===== config.mk =====
export PLATFORM = sky130hd
export DESIGN_NAME = run_ctrl
export DESIGN_NICKNAME = d
export VERILOG_FILES = /design/src/rtl/run_ctrl_pkg.sv /design/src/rtl/btn_debounce.sv /design/src/rtl/run_ctrl.sv
export SDC_FILE = /design/constraint.sdc
export NUM_CORES = 1
export LEC_CHECK = 0
export ABC_AREA = 1
export ABC_CLOCK_PERIOD_IN_PS = 7200
export CAP_MARGIN = 20
export CORE_MARGIN = 4
export CORE_UTILIZATION = 50
export CTS_BUF_LIST = sky130_fd_sc_hd__clkbuf_4
export CTS_CLUSTER_SIZE = 10
export DETAILED_ROUTE_END_ITERATION = 16
export PLACE_DENSITY = 0.76
export SKIP_LAST_GASP = 1
export SYNTH_ARGS = -nofsm -noshare
export SYNTH_HDL_FRONTEND = slang
export SYNTH_SLANG_ARGS = --single-unit
export TNS_END_PERCENT = 20

===== constraint.sdc =====
create_clock -name clk -period 7.2 [get_ports clk]
set_input_delay 1.44 -clock clk [delete_from_list [all_inputs] [get_ports clk]]
set_output_delay 1.44 -clock clk [all_outputs]
set_load 0.02 [all_outputs]

===== src/rtl/run_ctrl_pkg.sv =====
// Shared types, constants and the speed-to-divider mapping for run_ctrl.
package run_ctrl_pkg;

  typedef logic [1:0] speed_t;

  typedef enum logic {
    RUN   = 1'b0,
    PAUSE = 1'b1
  } state_t;

  localparam speed_t      SPEED_MAX       = 2'd3;
  localparam int unsigned SPEED_DIV_SHIFT = 2;

  // Clock cycles per cpu_en at a given speed; the top speed advances every cycle.
  function automatic int unsigned div_for_speed(speed_t spd, int unsigned base);
    if (spd == SPEED_MAX) begin
      return 32'd1;
    end
    return base >> (SPEED_DIV_SHIFT * 32'(spd));
  endfunction

endpackage


===== src/rtl/btn_debounce.sv =====
// Push-button conditioner: 2-FF synchronizer, level debounce, one-cycle press pulse.
module btn_debounce #(
  parameter int unsigned DEBOUNCE_CYCLES = 1_000_000
) (
  input  logic clk,
  input  logic rst,
  input  logic raw,
  output logic press
);

  localparam int unsigned CW = (DEBOUNCE_CYCLES > 1) ? $clog2(DEBOUNCE_CYCLES) : 1;
  localparam logic [CW-1:0] CNT_LAST = CW'(DEBOUNCE_CYCLES - 1);

  logic          sync1;
  logic          sync2;
  logic          level;
  logic          level_d;
  logic [CW-1:0] cnt;

  // Synchronize, accept a new level after DEBOUNCE_CYCLES disagreeing samples, pulse on rise.
  always_ff @(posedge clk) begin
    if (rst) begin
      sync1   <= 1'b0;
      sync2   <= 1'b0;
      level   <= 1'b0;
      level_d <= 1'b0;
      cnt     <= '0;
      press   <= 1'b0;
    end else begin
      sync1   <= raw;
      sync2   <= sync1;
      level_d <= level;
      press   <= level & ~level_d;
      if (sync2 == level) begin
        cnt <= '0;
      end else if (cnt == CNT_LAST) begin
        level <= sync2;
        cnt   <= '0;
      end else begin
        cnt <= cnt + CW'(1);
      end
    end
  end

endmodule


===== src/rtl/run_ctrl.sv =====
// Run/pause and speed control producing the core's cpu_en clock-enable.
// Optional single-step button enabled by defining RUN_CTRL_STEP_EN.
module run_ctrl
  import run_ctrl_pkg::*;
#(
  parameter int unsigned DEBOUNCE_CYCLES = 1_000_000,
  parameter int unsigned BASE_DIV        = 100_000_000
) (
  input  logic   clk,
  input  logic   rst,
  input  logic   btnU,
  input  logic   btnC,
`ifdef RUN_CTRL_STEP_EN
  input  logic   btnR,
  output logic   press_r,
`endif
  output logic   cpu_en,
  output logic   paused,
  output speed_t speed,
  output logic   press_u,
  output logic   press_c
);

  localparam int unsigned DIV_W = (BASE_DIV > 1) ? $clog2(BASE_DIV) : 1;

  state_t             state;
  state_t             state_next;
  speed_t             speed_next;
  logic [DIV_W-1:0]   div_cnt;
  logic [DIV_W-1:0]   div_next;
  logic [DIV_W-1:0]   div_last;
  logic [DIV_W-1:0]   div_last_next;
  logic               cpu_en_next;

  btn_debounce #(.DEBOUNCE_CYCLES(DEBOUNCE_CYCLES)) u_btn_u (
    .clk   (clk),
    .rst   (rst),
    .raw   (btnU),
    .press (press_u)
  );

  btn_debounce #(.DEBOUNCE_CYCLES(DEBOUNCE_CYCLES)) u_btn_c (
    .clk   (clk),
    .rst   (rst),
    .raw   (btnC),
    .press (press_c)
  );

`ifdef RUN_CTRL_STEP_EN
  btn_debounce #(.DEBOUNCE_CYCLES(DEBOUNCE_CYCLES)) u_btn_r (
    .clk   (clk),
    .rst   (rst),
    .raw   (btnR),
    .press (press_r)
  );
`endif

  // Run/pause state register.
  always_ff @(posedge clk) begin
    if (rst) begin
      state <= RUN;
    end else begin
      state <= state_next;
    end
  end

  // Next state, speed, divider and advance pulse.
  always_comb begin
    state_next    = state;
    speed_next    = speed;
    div_next      = div_cnt;
    cpu_en_next   = 1'b0;
    div_last      = DIV_W'(div_for_speed(speed, BASE_DIV) - 32'd1);
    div_last_next = div_last;

    if (press_c) begin
      state_next = (state == RUN) ? PAUSE : RUN;
    end
    if (press_u) begin
      speed_next    = speed + speed_t'(1);
      div_last_next = DIV_W'(div_for_speed(speed_next, BASE_DIV) - 32'd1);
    end

    // Speed change or resume restarts the period; counting only happens while running.
    if (press_u || (state == PAUSE && state_next == RUN)) begin
      div_next = '0;
    end else if (state_next == RUN) begin
      div_next = (div_cnt == div_last) ? '0 : div_cnt + DIV_W'(1);
    end

    cpu_en_next = (state_next == RUN) && (div_next == div_last_next);

`ifdef RUN_CTRL_STEP_EN
    if (state == PAUSE && press_r) begin
      cpu_en_next = 1'b1;
    end
`endif
  end

  // Registered outputs and divider.
  always_ff @(posedge clk) begin
    if (rst) begin
      speed   <= '0;
      div_cnt <= '0;
      cpu_en  <= 1'b0;
      paused  <= 1'b0;
    end else begin
      speed   <= speed_next;
      div_cnt <= div_next;
      cpu_en  <= cpu_en_next;
      paused  <= (state_next == PAUSE);
    end
  end

endmodule


=== Yosys cells after proc, flatten, opt, wreduce, memory -nomap -nowiden ===
Index checks and enable logic that the tools add are counted.

* Eq/ne operators: 8
* Bitwise logic cells: 7
* $add $sub $neg: 6
* Shift operators: 2
* Reduce and logical (&&, ||, !) cells: 7
* Mux-type cells: 14

{| class="wikitable"
|+ Operator list
! operator !! number
|-
| $mux 27 || 7
|-
| $eq 27x27->1 || 2
|-
| $shr 27x3->27 const A || 2
|-
| $sub 27x1->27 const B || 2
|-
| $add 20x1->20 const B || 2
|-
| $eq 20x20->1 const B || 2
|-
| $add 27x1->27 const B || 1
|-
| $mux 1 || 7
|-
| $reduce_or 3->1 || 2
|-
| $not 1->1 || 5
|-
| $eq 2x2->1 const B || 2
|-
| $reduce_and 2->1 || 2
|-
| $add 2x1->2 const B || 1
|-
| $and 1x1->1 || 2
|-
| $eq 1x1->1 || 2
|-
| $logic_and 1x1->1 || 2
|-
| $logic_or 1x1->1 || 1
|}

* Word-level logic and storage cells: 60
* Output and inout bits: 6
* Register bits after elaboration: 81
* Input port bits: 4

=== Logic depth before layout (Yosys ltp) ===
* Depth in word-level cells: 10
* Mapped depth: 21
* Gate-level depth less buffers: 20

=== Hierarchy ===
A second synthesis with hierarchy kept.

* Cells, all modules: 861
* Area, all modules: 5341.4 um2

{| class="wikitable"
|+ Modules (own cells, without submodules)
! module !! sequential area each (um2) !! times used !! cells each !! area an instance (um2)
|-
| run_ctrl || 620.6 || 1 || 523 || 2854.0
|-
| btn_debounce || 500.5 || 2 || 169 || 1243.7
|}

=== Least setup slack after synthesis ===
No wires, ideal clock.

* Path kind: reg2reg
* Start: register speed[1]
* End: register cpu_en
* Library setup time: 64 ps
* Slack: 4743 ps
* Arrival time: 2393 ps
* Clock period less this slack: 2457 ps
* Path buffers: 2
* Cell stages (with the launch flop): 21
* Data required time: 7136 ps
* Cell sequence: dfxtp_1 -> ha_1 -> buf_6 -> inv_4 -> ha_1 -> nand2_1 -> nand2_1 -> nor2_1 -> nand2_1 -> nor2_1 -> nand2_1 -> nor2_4 -> nor2_2 -> buf_6 -> nand2_2 -> nand2_1 -> nand2_1 -> nand2_1 -> nor2_1 -> nand3_1 -> nor2_1

* Cells in the longest elaborated chain, start to end: 10
* Elaborated cells between the ends (all ways): 22
* Those cells by class: 3 x add/sub; 4 x eq/ne; 2 x shift; 12 x mux; 1 x reduce/logical

{| class="wikitable"
|+ Ends and longest elaborated chain
! element !! line !! text
|-
| from (decl) || run_ctrl.sv:19 || <nowiki>output speed_t speed,</nowiki>
|-
| from (signal assigned) || run_ctrl.sv:108 || <nowiki>speed <= speed_next;</nowiki>
|-
| $eq 2x2->1 / $add 2x1->2 (equally long branches) || run_ctrl_pkg.sv:16, run_ctrl.sv:80 ||
|-
| $mux 1 / $eq 2x2->1 (equally long branches) || run_ctrl_pkg.sv:16 || <nowiki>if (spd == SPEED_MAX) begin</nowiki>
|-
| $mux 27 / $mux 1 (equally long branches) || run_ctrl_pkg.sv:19, run_ctrl_pkg.sv:16 ||
|-
| $sub 27x1->27 / $mux 1 (equally long branches) || run_ctrl.sv:73, run_ctrl.sv:79 ||
|-
| $eq 27x27->1 / $mux 27 (equally long branches) || run_ctrl.sv:88, run_ctrl_pkg.sv:19 ||
|-
| $mux 27 (on tied branches) || run_ctrl.sv:88, run_ctrl.sv:79 ||
|-
| $mux 27 / $sub 27x1->27 (equally long branches) || run_ctrl.sv:87, run_ctrl.sv:81 ||
|-
| $mux 27 (on tied branches) || run_ctrl.sv:85, run_ctrl.sv:79 ||
|-
| $eq 27x27->1 * || run_ctrl.sv:91 || <nowiki>cpu_en_next = (state_next == RUN) && (div_next == div_last_next);</nowiki>
|-
| $logic_and 1x1->1 * || run_ctrl.sv:91 ||
|-
| to (signal assigned) || run_ctrl.sv:110 || <nowiki>cpu_en <= cpu_en_next;</nowiki>
|-
| to (decl) || run_ctrl.sv:17 || <nowiki>output logic cpu_en,</nowiki>
|}

Mark *: on every way between the ends. The rest lies on a longest branch, timed or not. The select of a mux whose other input is x is not followed.
A chain may end at the register's enable or synchronous reset.

=== Worst setup path in the final report ===
Ends and elaborated chain as after synthesis.

==> flow_metrics.env <==
export IMPL_cts_root_buf="clkbuf_4"
export IMPL_nNetsFinal=798
export IMPL_postCtsSetupRepairBufs=0
export IMPL_grt_pass1_vias=4404
export IMPL_final_common_cell="nand2_1"
export IMPL_core_sq_mm=0.009371
export IMPL_antenna_found_initial=1
export IMPL_outcome="completed"
export IMPL_power_w=0.0007576
export IMPL_fin_setup_tns_ns=0
export IMPL_crit_end="cpu_en"
export IMPL_die_x_um=106.7
export IMPL_rsz0062_at_grt="no"
export IMPL_path_class="reg -> reg"
export IMPL_skew_ns=0.01835
export IMPL_cts_path_max_buffers=2
export IMPL_insertion_delay_ns=0.44
export IMPL_grt_first_pass_wirelength_mm=20.02
export IMPL_start_util_pct=51.98
export IMPL_ant_nets=0
export IMPL_min_period_ns=3.211
export IMPL_vias=4842
export IMPL_worstMarginPinSlew_ns=0.9416
export IMPL_finalSetupViolations=0
export IMPL_wirelength_mm=11.76
export IMPL_syn_nets=791
export IMPL_area_growth_pct=6.679
export IMPL_drtIter0Drc=390
export IMPL_cts_max_level=3
export IMPL_worst_setup_path_end_kind="register"
export IMPL_placementRows=35
export IMPL_r2r_start="speed[1]"
export IMPL_max_vdd_ir_drop_v=0.0001137
export IMPL_timing_slew_headroom_pct=36.56
export IMPL_cp_arrival_ns=3.58
export IMPL_grt_max_degree=41
export IMPL_synth_distinct_cells=33
export IMPL_globalRouteTotalUtil_pct=21.58
export IMPL_critPathMostFrequentCell="nand2_1"
export IMPL_gr_total_overflow=0
export IMPL_final_core_util_pct=55.45
export IMPL_cp_cell_sequence="ha_1 -> inv_4 -> ha_1 -> inv_1 -> nand2_1 -> nand2_1 -> nor2_2 -> nand2_1 -> nor2_1 -> nand2_1 -> nor2_4 -> nor2_2 -> nand2_1 -> o21ai_0 -> nand3_1 -> nor2_1"
export IMPL_layout_common_cells="nand2_1, nor2_1, inv_1, dfxtp_1, nand3_1"
export IMPL_cp_max_fo=11
export IMPL_worstHoldPathType="reg -> reg"
export IMPL_die_area_sq_mm=0.01138
export IMPL_slew_violations=0
export IMPL_yosysWarningCount=0
export IMPL_clkSinkCount=81
export IMPL_syn_area_per_cell_sq_um=6.285
export IMPL_drt_pass1_iterations=5
export IMPL_critPathMaxStageDelay_ns=0.50
export IMPL_fin_crit_sh_pct=44.59
export IMPL_fillers=933
export IMPL_cts_resized=0
export IMPL_postCtsHoldBufs=0
export IMPL_timing_hold_violations_final=0
export IMPL_powerDensity_mw_per_mm2=145.8
export IMPL_cts_tree="yes"
export IMPL_avgViaCountPerCell=5.280
export IMPL_max_cap_violations=0
export IMPL_hpwl_mm=8.858
export IMPL_synth_seq_cells=81
export IMPL_syn_cell_area_sq_mm=0.004871
export IMPL_ios=10
export IMPL_max_freq_ghz=0.3115
export IMPL_r2r_slack_ns=3.99
export IMPL_die_h_um=106.7
export IMPL_path_clk_slew_ns=0.14
export IMPL_drc_errors=0
export IMPL_leakage_nw=2.143
export IMPL_io_buffers=9
export IMPL_numCtsBuffers=9
export IMPL_r2r_cells=16
export IMPL_ys_seq_area_share_pct=33.29
export IMPL_critPathRequiredTime_ns=7.57
export IMPL_setup_worst_path_start="speed[1]"
export IMPL_r2r_end="cpu_en"
export IMPL_synthCells=775
export IMPL_cp_start_kind="register"
export IMPL_final_layout_size_suffix_gt1_share_pct=5.718
export IMPL_wire_per_inst_um=12.82
export IMPL_gp_congestion=1.041
export IMPL_cpMaxStageDelayCell="dfxtp_1"
## power by group
part           total (W)  internal [W]  leakage, nW  switching, W
sequential      0.000454      0.000451        0.654    0.00000297
combinational  0.0000181    0.00000627         1.41     0.0000118
clock           0.000285      0.000115       0.0820      0.000171
total           0.000758      0.000572         2.14      0.000185
## cell families after synthesis
logic type      Yosys count  share of synthesized area [%]
xor+xnor                 20                          3.596
buf+inv                 122                          10.12
compound gates           59                          6.550
fa+ha+maj                12                          3.082
simple gates            481                          43.36
flops                    81                          33.29
## metrics by stage
stage               instance area [sq um]  hold slack, ns  setup slack [ns]  std cells
floorplan                            4871          0.3732             4.743        775
global placement                     5045          0.3826             3.709        900
detailed placement                   5045          0.3851             3.647        900
CTS                                  5194          0.4079             3.983        916
global route                         5196          0.4240             3.745        917
finish                               5196          0.4081             3.990        917
## critical path: cells and delay by family, from the launching register on
family	cells	cell delay, ns
AO/OA/AOI/OAI	1	0.36
AND/OR/NAND/NOR	11	1.31
adder cells (fa/ha/maj)	2	0.81
buffers and inverters	2	0.16
flip-flops	1	0.50
## synthesized netlist by cell type
master / instances / area share (%)
xor2_1: 14 / 2.5
o21bai_1: 3 / 0.46
nor3_2: 3 / 0.62
o21ai_0: 19 / 2.0
nand2_1: 199 / 15
nand4_1: 20 / 2.6
nor2_1: 139 / 11
and3_1: 3 / 0.39
a211oi_1: 1 / 0.15
nor2_4: 2 / 0.46
or4_1: 1 / 0.15
nand2_2: 5 / 0.64
nand3b_1: 5 / 0.77
or2_2: 2 / 0.26
buf_6: 4 / 0.92
o21a_1: 2 / 0.31
ha_1: 12 / 3.1
inv_2: 5 / 0.39
o311ai_0: 1 / 0.18
nand2_4: 1 / 0.23
inv_1: 102 / 7.9
a21oi_1: 29 / 3.0
inv_4: 1 / 0.13
nand3_1: 49 / 5.0
buf_2: 2 / 0.21
dfxtp_1: 81 / 33
xnor2_1: 6 / 1.1
clkbuf_1: 8 / 0.62
a31oi_1: 4 / 0.51
nor2_2: 9 / 1.2
nor3b_1: 7 / 1.1
nor3_1: 26 / 2.7
nor4_1: 10 / 1.3
## routing by layer
metal / up-vias / wire [um] / track usage, %
met3: 35 / 950 / 5.178
met4: 0 / 488 / 10.50
li1: 2476 / - / -
met1: 2162 / 5011 / 27.46
met5: - / 0 / 0
met2: 169 / 5307 / 34.26
## layout make-up
class	instances	area (sq um)	share of cell area (%)
multi-input cells	572	2756	53.05
flip-flops and latches	81	1622	31.21
inverters	108	407.9	7.850
well taps	129	161.4	3.106
repair buffers	10	97.59	1.878
clock buffers	10	75.07	1.445
clock inverters	6	73.82	1.421
diodes	1	2.502	0.04816
## how the worst min path moves through the flow
stage                          startpoint             to  slack (ns)  depth (start not counted)
after floorplan           u_btn_c.level_d  u_btn_c.press        0.37                          1
after global placement    u_btn_u.level_d  u_btn_u.press        0.38                          1
after detailed placement  u_btn_u.level_d  u_btn_u.press        0.39                          1
after CTS                 u_btn_u.level_d  u_btn_u.press        0.41                          1
after global routing      u_btn_c.level_d  u_btn_c.press        0.42                          1
final                     u_btn_u.level_d  u_btn_u.press        0.41                          1
## flip-flops by register name (all words and copies together) (netlist names)
name             cells
cpu_en               1
u_btn_u.sync1        1
u_btn_u.level_d      1
u_btn_c.press        1
u_btn_u.sync2        1
u_btn_c.level_d      1
u_btn_c.cnt         20
div_cnt             27
u_btn_u.press        1
paused               1
u_btn_u.level        1
u_btn_c.sync2        1
u_btn_c.level        1
u_btn_u.cnt         20
u_btn_c.sync1        1
speed                2
No activity file was read; power rests on OpenSTA's default activity.
